===== config.mk =====
export PLATFORM = sky130hd
export DESIGN_NAME = mem_port_arbiter
export DESIGN_NICKNAME = d
export VERILOG_FILES = /design/src/rtl/mem_port_arbiter.sv
export SDC_FILE = /design/constraint.sdc
export NUM_CORES = 1
export LEC_CHECK = 0
export ABC_AREA = 1
export CORE_UTILIZATION = 40
export DETAILED_ROUTE_END_ITERATION = 6
export MAX_ROUTING_LAYER = met4
export PLACE_DENSITY = 0.75
export SLEW_MARGIN = 40
export SYNTH_ARGS = -nofsm -noshare
export SYNTH_HDL_FRONTEND = slang
export SYNTH_SLANG_ARGS = --single-unit
export TNS_END_PERCENT = 5

===== constraint.sdc =====
create_clock -name clk -period 6.5 [get_ports clk]
set_clock_uncertainty 0.1 [all_clocks]
set_input_delay 0.975 -clock clk [delete_from_list [all_inputs] [get_ports clk]]
set_output_delay 0.975 -clock clk [all_outputs]
set_load 0.01 [all_outputs]

===== src/rtl/mem_port_arbiter.sv =====
// Shares one single-ported memory between the fetch (I) and data (D) requesters.
// Ready-based memory handshake, IF anti-starvation and a bus timeout.
module mem_port_arbiter #(
  parameter int unsigned ADDR_W     = 32,
  parameter int unsigned DATA_W     = 32,
  parameter int unsigned MAX_STARVE = 4,
  parameter int unsigned TIMEOUT    = 16
) (
  input  logic                clk,
  input  logic                rst_n,
  input  logic                if_req,
  input  logic [ADDR_W-1:0]   if_addr,
  output logic                if_valid,
  output logic [DATA_W-1:0]   if_rdata,
  input  logic                dm_req,
  input  logic                dm_we,
  input  logic [ADDR_W-1:0]   dm_addr,
  input  logic [DATA_W-1:0]   dm_wdata,
  input  logic [DATA_W/8-1:0] dm_be,
  output logic                dm_valid,
  output logic [DATA_W-1:0]   dm_rdata,
  output logic                stall_if,
  output logic                stall_mem,
  output logic                mem_req,
  output logic                mem_we,
  output logic [ADDR_W-1:0]   mem_addr,
  output logic [DATA_W-1:0]   mem_wdata,
  output logic [DATA_W/8-1:0] mem_be,
  input  logic                mem_ready,
  input  logic [DATA_W-1:0]   mem_rdata,
  output logic                bus_err
);

  localparam int unsigned BE_W = DATA_W / 8;
  localparam int unsigned SC_W = (MAX_STARVE > 0) ? $clog2(MAX_STARVE + 1) : 1;
  localparam int unsigned TC_W = (TIMEOUT > 1) ? $clog2(TIMEOUT + 1) : 1;

  typedef enum logic [1:0] {S_IDLE, S_BUSY, S_RESP} state_t;

  state_t            r_state, w_state_nxt;
  logic              r_owner_d, w_owner_d_nxt;
  logic [SC_W-1:0]   r_starve, w_starve_nxt;
  logic [TC_W-1:0]   r_tcnt, w_tcnt_nxt, w_tcnt_inc;
  logic              r_mask_i, w_mask_i_nxt;
  logic              r_mask_d, w_mask_d_nxt;
  logic              r_mem_req, w_mem_req_nxt;
  logic              r_mem_we, w_mem_we_nxt;
  logic [ADDR_W-1:0] r_mem_addr, w_mem_addr_nxt;
  logic [DATA_W-1:0] r_mem_wdata, w_mem_wdata_nxt;
  logic [BE_W-1:0]   r_mem_be, w_mem_be_nxt;
  logic              r_if_valid, w_if_valid_nxt;
  logic [DATA_W-1:0] r_if_rdata, w_if_rdata_nxt;
  logic              r_dm_valid, w_dm_valid_nxt;
  logic [DATA_W-1:0] r_dm_rdata, w_dm_rdata_nxt;
  logic              r_bus_err, w_bus_err_nxt;
  logic              w_grant_i, w_grant_d;

  // A requester masked after its own RESP only yields when alone; contention is
  // always settled by D priority and the starvation limit.
  always_comb begin
    w_grant_i = 1'b0;
    w_grant_d = 1'b0;
    if (r_state == S_IDLE) begin
      if (if_req && dm_req) begin
        w_grant_i = (r_starve == SC_W'(MAX_STARVE));
        w_grant_d = ~w_grant_i;
      end else if (if_req && !r_mask_i) begin
        w_grant_i = 1'b1;
      end else if (dm_req && !r_mask_d) begin
        w_grant_d = 1'b1;
      end
    end
  end

  always_comb begin
    w_state_nxt     = r_state;
    w_owner_d_nxt   = r_owner_d;
    w_starve_nxt    = r_starve;
    w_tcnt_nxt      = r_tcnt;
    w_tcnt_inc      = r_tcnt + TC_W'(1);
    w_mask_i_nxt    = 1'b0;
    w_mask_d_nxt    = 1'b0;
    w_mem_req_nxt   = r_mem_req;
    w_mem_we_nxt    = r_mem_we;
    w_mem_addr_nxt  = r_mem_addr;
    w_mem_wdata_nxt = r_mem_wdata;
    w_mem_be_nxt    = r_mem_be;
    w_if_valid_nxt  = 1'b0;
    w_if_rdata_nxt  = r_if_rdata;
    w_dm_valid_nxt  = 1'b0;
    w_dm_rdata_nxt  = r_dm_rdata;
    w_bus_err_nxt   = 1'b0;
    case (r_state)
      S_IDLE: begin
        if (!if_req || w_grant_i) begin
          w_starve_nxt = '0;
        end else if (w_grant_d && (r_starve != SC_W'(MAX_STARVE))) begin
          w_starve_nxt = r_starve + SC_W'(1);
        end
        if (w_grant_i || w_grant_d) begin
          w_state_nxt   = S_BUSY;
          w_owner_d_nxt = w_grant_d;
          w_tcnt_nxt    = '0;
          w_mem_req_nxt = 1'b1;
          if (w_grant_d) begin
            w_mem_addr_nxt  = dm_addr;
            w_mem_we_nxt    = dm_we;
            w_mem_wdata_nxt = dm_wdata;
            w_mem_be_nxt    = dm_be;
          end else begin
            w_mem_addr_nxt  = if_addr;
            w_mem_we_nxt    = 1'b0;
            w_mem_wdata_nxt = '0;
            w_mem_be_nxt    = '1;
          end
        end
      end
      S_BUSY: begin
        // Ready on the final counted cycle wins over the timeout.
        if (mem_ready) begin
          w_state_nxt   = S_RESP;
          w_mem_req_nxt = 1'b0;
          if (r_owner_d) begin
            w_dm_valid_nxt = 1'b1;
            w_dm_rdata_nxt = r_mem_we ? '0 : mem_rdata;
          end else begin
            w_if_valid_nxt = 1'b1;
            w_if_rdata_nxt = mem_rdata;
          end
        end else if ((TIMEOUT != 0) && (w_tcnt_inc == TC_W'(TIMEOUT))) begin
          w_state_nxt   = S_RESP;
          w_mem_req_nxt = 1'b0;
          w_bus_err_nxt = 1'b1;
          if (r_owner_d) begin
            w_dm_valid_nxt = 1'b1;
            w_dm_rdata_nxt = '0;
          end else begin
            w_if_valid_nxt = 1'b1;
            w_if_rdata_nxt = '0;
          end
        end else begin
          w_tcnt_nxt = w_tcnt_inc;
        end
      end
      S_RESP: begin
        w_state_nxt  = S_IDLE;
        w_mask_i_nxt = ~r_owner_d;
        w_mask_d_nxt = r_owner_d;
      end
      default: w_state_nxt = S_IDLE;
    endcase
  end

  always_ff @(posedge clk or posedge rst_n) begin
    if (rst_n) begin
      r_state     <= S_IDLE;
      r_owner_d   <= 1'b0;
      r_starve    <= '0;
      r_tcnt      <= '0;
      r_mask_i    <= 1'b0;
      r_mask_d    <= 1'b0;
      r_mem_req   <= 1'b0;
      r_mem_we    <= 1'b0;
      r_mem_addr  <= '0;
      r_mem_wdata <= '0;
      r_mem_be    <= '0;
      r_if_valid  <= 1'b0;
      r_if_rdata  <= '0;
      r_dm_valid  <= 1'b0;
      r_dm_rdata  <= '0;
      r_bus_err   <= 1'b0;
    end else begin
      r_state     <= w_state_nxt;
      r_owner_d   <= w_owner_d_nxt;
      r_starve    <= w_starve_nxt;
      r_tcnt      <= w_tcnt_nxt;
      r_mask_i    <= w_mask_i_nxt;
      r_mask_d    <= w_mask_d_nxt;
      r_mem_req   <= w_mem_req_nxt;
      r_mem_we    <= w_mem_we_nxt;
      r_mem_addr  <= w_mem_addr_nxt;
      r_mem_wdata <= w_mem_wdata_nxt;
      r_mem_be    <= w_mem_be_nxt;
      r_if_valid  <= w_if_valid_nxt;
      r_if_rdata  <= w_if_rdata_nxt;
      r_dm_valid  <= w_dm_valid_nxt;
      r_dm_rdata  <= w_dm_rdata_nxt;
      r_bus_err   <= w_bus_err_nxt;
    end
  end

  assign mem_req   = r_mem_req;
  assign mem_we    = r_mem_we;
  assign mem_addr  = r_mem_addr;
  assign mem_wdata = r_mem_wdata;
  assign mem_be    = r_mem_be;
  assign if_valid  = r_if_valid;
  assign if_rdata  = r_if_rdata;
  assign dm_valid  = r_dm_valid;
  assign dm_rdata  = r_dm_rdata;
  assign bus_err   = r_bus_err;
  assign stall_if  = if_req & ~r_if_valid;
  assign stall_mem = dm_req & ~r_dm_valid;

endmodule


; ---- Yosys cells after proc, flatten, opt, wreduce, memory -nomap -nowiden
; Index checks and enable logic that the tools add are counted.
[totals]
regBits = 150
inputBits = 138
output_inout_bits = 139
elab_cells = 100
[op_classes]
n_addsub = 2
n_eq_ne = 9
n_mux = 47
bitwise = 6
n_reduce_logical = 20
[ops]
columns = op, n
row1 = $mux 32, 11
row2 = $mux 1, 24
row3 = $mux 5, 3
row4 = $pmux 5 s2, 1
row5 = $reduce_and 3->1, 3
row6 = $mux 2, 3
row7 = $mux 3, 2
row8 = $ne 3x3->1 const B, 2
row9 = $reduce_and 2->1, 3
row10 = $reduce_bool 2->1, 3
row11 = $add 5x1->5 const B, 1
row12 = $eq 5x5->1 const B, 1
row13 = $logic_and 1x1->1, 4
row14 = $mux 4, 1
row15 = $ne 2x2->1 const B, 2
row16 = $not 1->1, 4
row17 = $pmux 2 s2, 1
row18 = $reduce_and 4->1, 1
row19 = $add 3x1->3 const B, 1
row20 = $eq 3x3->1 const B, 1
row21 = $logic_not 1->1, 3
row22 = $and 1x1->1, 2
row23 = $eq 2x1->1 const B, 1
row24 = $eq 2x2->1 const B, 1
row25 = other kinds (4), 5

; ---- Depth between registers and ports, before layout
[logic_depth]
word_depth = 9
ltp_mapped = 13
ltp_nobuf = 12

; ---- Least setup slack after synthesis
; No wires, ideal clock.
[synth_path]
path_kind = input to output
start = input port if_req
end = output port stall_if
arrival_ps = 1174
t_required_ps = 5425
setup_slack_ps = 4251
path_stages = 2
n_path_buf = 0
cell_sequence = inv_1 -> nor2_1
[synth_between]
elab_chain_cells = 1
[synth_lines]
columns = item, line
row1 = from (decl), 11  ; input logic if_req,
row2 = $and 1x1->1, 202  ; assign stall_if = if_req & ~r_if_valid;
row3 = to (decl), 22  ; output logic stall_if,
; Every way passes these cells.

; ---- Worst setup path after layout
[layout_path]
start = input port dm_req
end = output port stall_mem
[layout_between]
elab_chain_cells = 1
[layout_lines]
columns = item, line
row1 = from (decl), 15  ; input logic dm_req,
row2 = $and 1x1->1, 203  ; assign stall_mem = dm_req & ~r_dm_valid;
row3 = to (decl), 23  ; output logic stall_mem,
; Every way passes these cells.

==> summary.md <==
| Metric | Value |
|---|---|
| Post-route setup slack | 3150 ps |
| Root Buffer | clkbuf_16 |
| Int Pwr | 0.00285 W |
| Logic pwr share | 0.451 |
| R2R Path End | mem_be[3] |
| Clock Pin Slew Worst Setup and Hold Paths | approximately 60 ps |
| FF-to-FF path depth | 12 |
| Post-CTS resize count | 0 |
| Area growth syn-to-layout | 49.2% |
| First-pass GRT wire length | 30600 um |
| Clk_lat worst skew | 410 ps |
| Post-route setup TNS | 0 ps |
| Gpl congestion | 0.825 |
| Vias per cell | 4.87 |
| Nets | 1222 |
| Hold Crit Class | register to register |
| Total wire length | 19000 um |
| Site Rows | 47 |
| Max clock buf depth | 2 |
| Hold slack | 368 ps |
| CP max stage delay | 580 ps |
| Share of flip-flops with an asynchronous set or reset | 1.00 |
| Mux cell area share after synthesis | 0 |
| Synth Register Bits | 150 |
| Max_cap viols | 0 |
| Syn avg cell area | 8.18 um^2 |
| RSZ-0062 raised after global routing | no |
| Worst-margin pin slew | about 700 ps |
| Crit-path slowest cell | clkdlybuf4s50_1 |
| Launch point of the worst path | dm_req |
| Simple logic cell fraction of the synthesized area | 0.310 |
| Sequential-to-total area share from yosys stat | 0.551 |
| Final setup vio count | 0 |
| Syn nets | 974 |
| CTS tree | done |
| Largest net degree at the start of global routing | 104 |
| Leak pwr | 5.00 nW |
| Relative slew slack | 0.532 |
| Crit-path cells | clkdlybuf4s50_1 -> inv_1 -> nor2_1 -> clkdlybuf4s50_1 |
| Num ports | about 280 |
| Post-CTS Setup Repair Bufs | 0 |
| Clock power frac | 0.199 |
| Ant. Diodes | 0 |
| Status | completed |
| DR WL/cell | 14.5 um |
| GRT overflow | 0 |
| Initial antenna violation count | 0 |
| Pre-CTS WS | 2650 ps |
| Ys Warns | 0 |
| Startpoint Class | input port |
| CTS buffer count | 17 |
| Post-DP HPWL | between 10000 and 15000 um |
| ANT nets after route | 0 |
| Yosys cell types | 24 |
| CTS hold repair buffers | 0 |
| Gr usage total | 0.230 |
| Crit path DAT | between 2000 and 2500 ps |
| Detailed-route DRC error count | 0 |
| Y dimension of the die | 132 um |
| Vias in the first global route | 6016 |
| Synth Instances | 832 |
| Tcrit/Tclk final | 0.516 |
| Crit-path most repeated cell | clkdlybuf4s50_1 |
| Reg2reg start | r_starve[0] |
| Die Wd | 132 um |
| Layout cells sized above 1 | 0.0476 |
| Worst setup endpoint | stall_mem |
| Post-synthesis compound-gate area fraction | 0.0529 |
| P_sw | 0.00173 W |
| CTS sink cnt | 150 |
| Htree depth | 4 |
| Post-Synth Adder-Cell Area | 0.00735 |
| Peak VDD IR | around 0.23 mV |
| Post-Syn Area | 6810 um^2 |
| Setup slack, reg-to-reg | around 3700 ps |
| Critical-path maximum fanout | 4 |
| Hold Vio Cnt, Final | 0 |
| Ys flop type | dfrtp_1 |
| Switching share of power | 0.377 |
| Critical Path RT | around 5400 ps |
| Pins Over Slew Limit | 0 |
| Initial Util | 0.411 |
| Initial DRC Count | 420 |
| # port buffers | roughly 280 |
| Largest family of logic cells by synthesized area | simple AND/OR/NAND/NOR gates |
| Core Area | 16600 um^2 |
| Pre-antenna DRT Iters | 5 |
| Sequential Power Share | 0.349 |
| Die ar. | 17500 um^2 |
| Vias | between 6000 and 7000 |
| Setup crit end kind | output port |
| Fmax | 298 MHz |
| P per Cell Area | 451 nW/um^2 |
| Crit path kind | input port to output port |
| Synth Area in XOR/XNOR | 0.00129 |
| EDFF count, synth | 0 |
| Tmin final | 3350 ps |
[power groups by stage]
stage	sequential [W]	clock (W)	combinational, W
6_report	0.00160	0.000912	0.00207
5_1_grt	0.00165	0.000968	0.00226
4_1_cts	0.00160	0.000932	0.00208
3_5_place_dp	0.00161	0	0.00208
3_3_place_gp	0.00160	0	0.00204
2_1_floorplan	0.00177	0	0.000819
[worst min-delay path by stage]
stage	startpoint	endpoint	slack [ps]	depth (start not counted)
after floorplan	r_state[0]	r_mask_i	400	1
after global placement	dm_rdata[30]	dm_rdata[30]	350	2
after detailed placement	dm_rdata[2]	dm_rdata[2]	360	2
after CTS	dm_rdata[2]	dm_rdata[2]	370	2
after global routing	dm_rdata[4]	dm_rdata[4]	390	2
final	mem_req	mem_req	370	2
[cells in the mapped netlist (3+ instances only)]
cell type  number  area (um^2)
buf_1           4         15.0
buf_2           9         45.0
buf_4          13         97.6
buf_6           7         78.8
clkbuf_1       22         82.6
dfrtp_1       150         3750
ha_1            4         50.1
inv_1          52          195
nand2_1       354         1330
nand3_1        10         50.1
nand4_1        68          425
nor2_1         52          195
nor2_4          3         33.8
nor3_1          3         15.0
o21ai_0        68          340
[area by class of cell]
cell class / count / area [um^2]
Multi-Input combinational cell: 572 / 2530
Sequential cell: 150 / 3750
Tap cell: 220 / 275
Clock buffer: 17 / 425
Inverter: 55 / 216
Clock inverter: 15 / 120
Fill cell: 1468 / 6430
Timing Repair Buffer: 284 / 2840
[cell families (layout without fill, tap and decap cells)]
| group | Yosys count | in the layout |
|---|---|---|
| simple gates | 495 | 495 |
| xor+xnor | 1 | 1 |
| fa+ha+maj | 4 | 4 |
| buf+inv | 110 | 371 |
| compound gates | 72 | 72 |
| flops | 150 | 150 |
[per-stage QoR]
step	total power (W)	std cells	utilization	instance area, um^2
after floorplan	0.00259	832	-	6810
after global placement	0.00365	1280	0.578	9580
after detailed placement	0.00368	1280	0.578	9590
after CTS	0.00462	1312	0.611	10100
after global routing	0.00488	1313	0.612	10200
final	0.00458	1313	0.612	10200
[layout by cell type (no fill, tap or decap), drive strengths merged]
| cell type | Yosys | final |
|---|---|---|
| nand2 | 356 | 356 |
| clkdlybuf4s50 | 0 | 275 |
| dfrtp | 150 | 150 |
| o21ai | 70 | 70 |
| nand4 | 68 | 68 |
| inv | 54 | 61 |
| nor2 | 55 | 55 |
| clkbuf | 22 | 18 |
| nand3 | 13 | 13 |
| buf | 33 | 8 |
| clkinv | 1 | 7 |
| ha | 4 | 4 |
| nor3 | 3 | 3 |
| a21oi | 2 | 2 |
| clkinvlp | 0 | 2 |
| xor2 | 1 | 1 |
[layer usage]
metal	part of all wire	track usage	wire, um	up-vias
li1	-	-	-	3142
met1	0.43	0.297	8220	2946
met2	0.48	0.357	9070	282
met3	0.074	0.0487	1400	22
met4	0.017	0.0817	326	0
met5	0	-	0	-
[flip-flops by register name, indices dropped and copies added, names as in the netlist]
name and flops:
dm_rdata 32, if_rdata 32, mem_addr 32, mem_wdata 32
r_tcnt 5, mem_be 4, r_starve 3, r_state 2
bus_err 1, dm_valid 1, if_valid 1, mem_req 1
mem_we 1, r_mask_d 1, r_mask_i 1, r_owner_d 1
[critical path, delay by kind of cell]
kind | cells | cell delay (ps)
simple gates | 1 | 110
buf+inv | 3 | 1180
No activity file was read; power rests on OpenSTA's default activity.
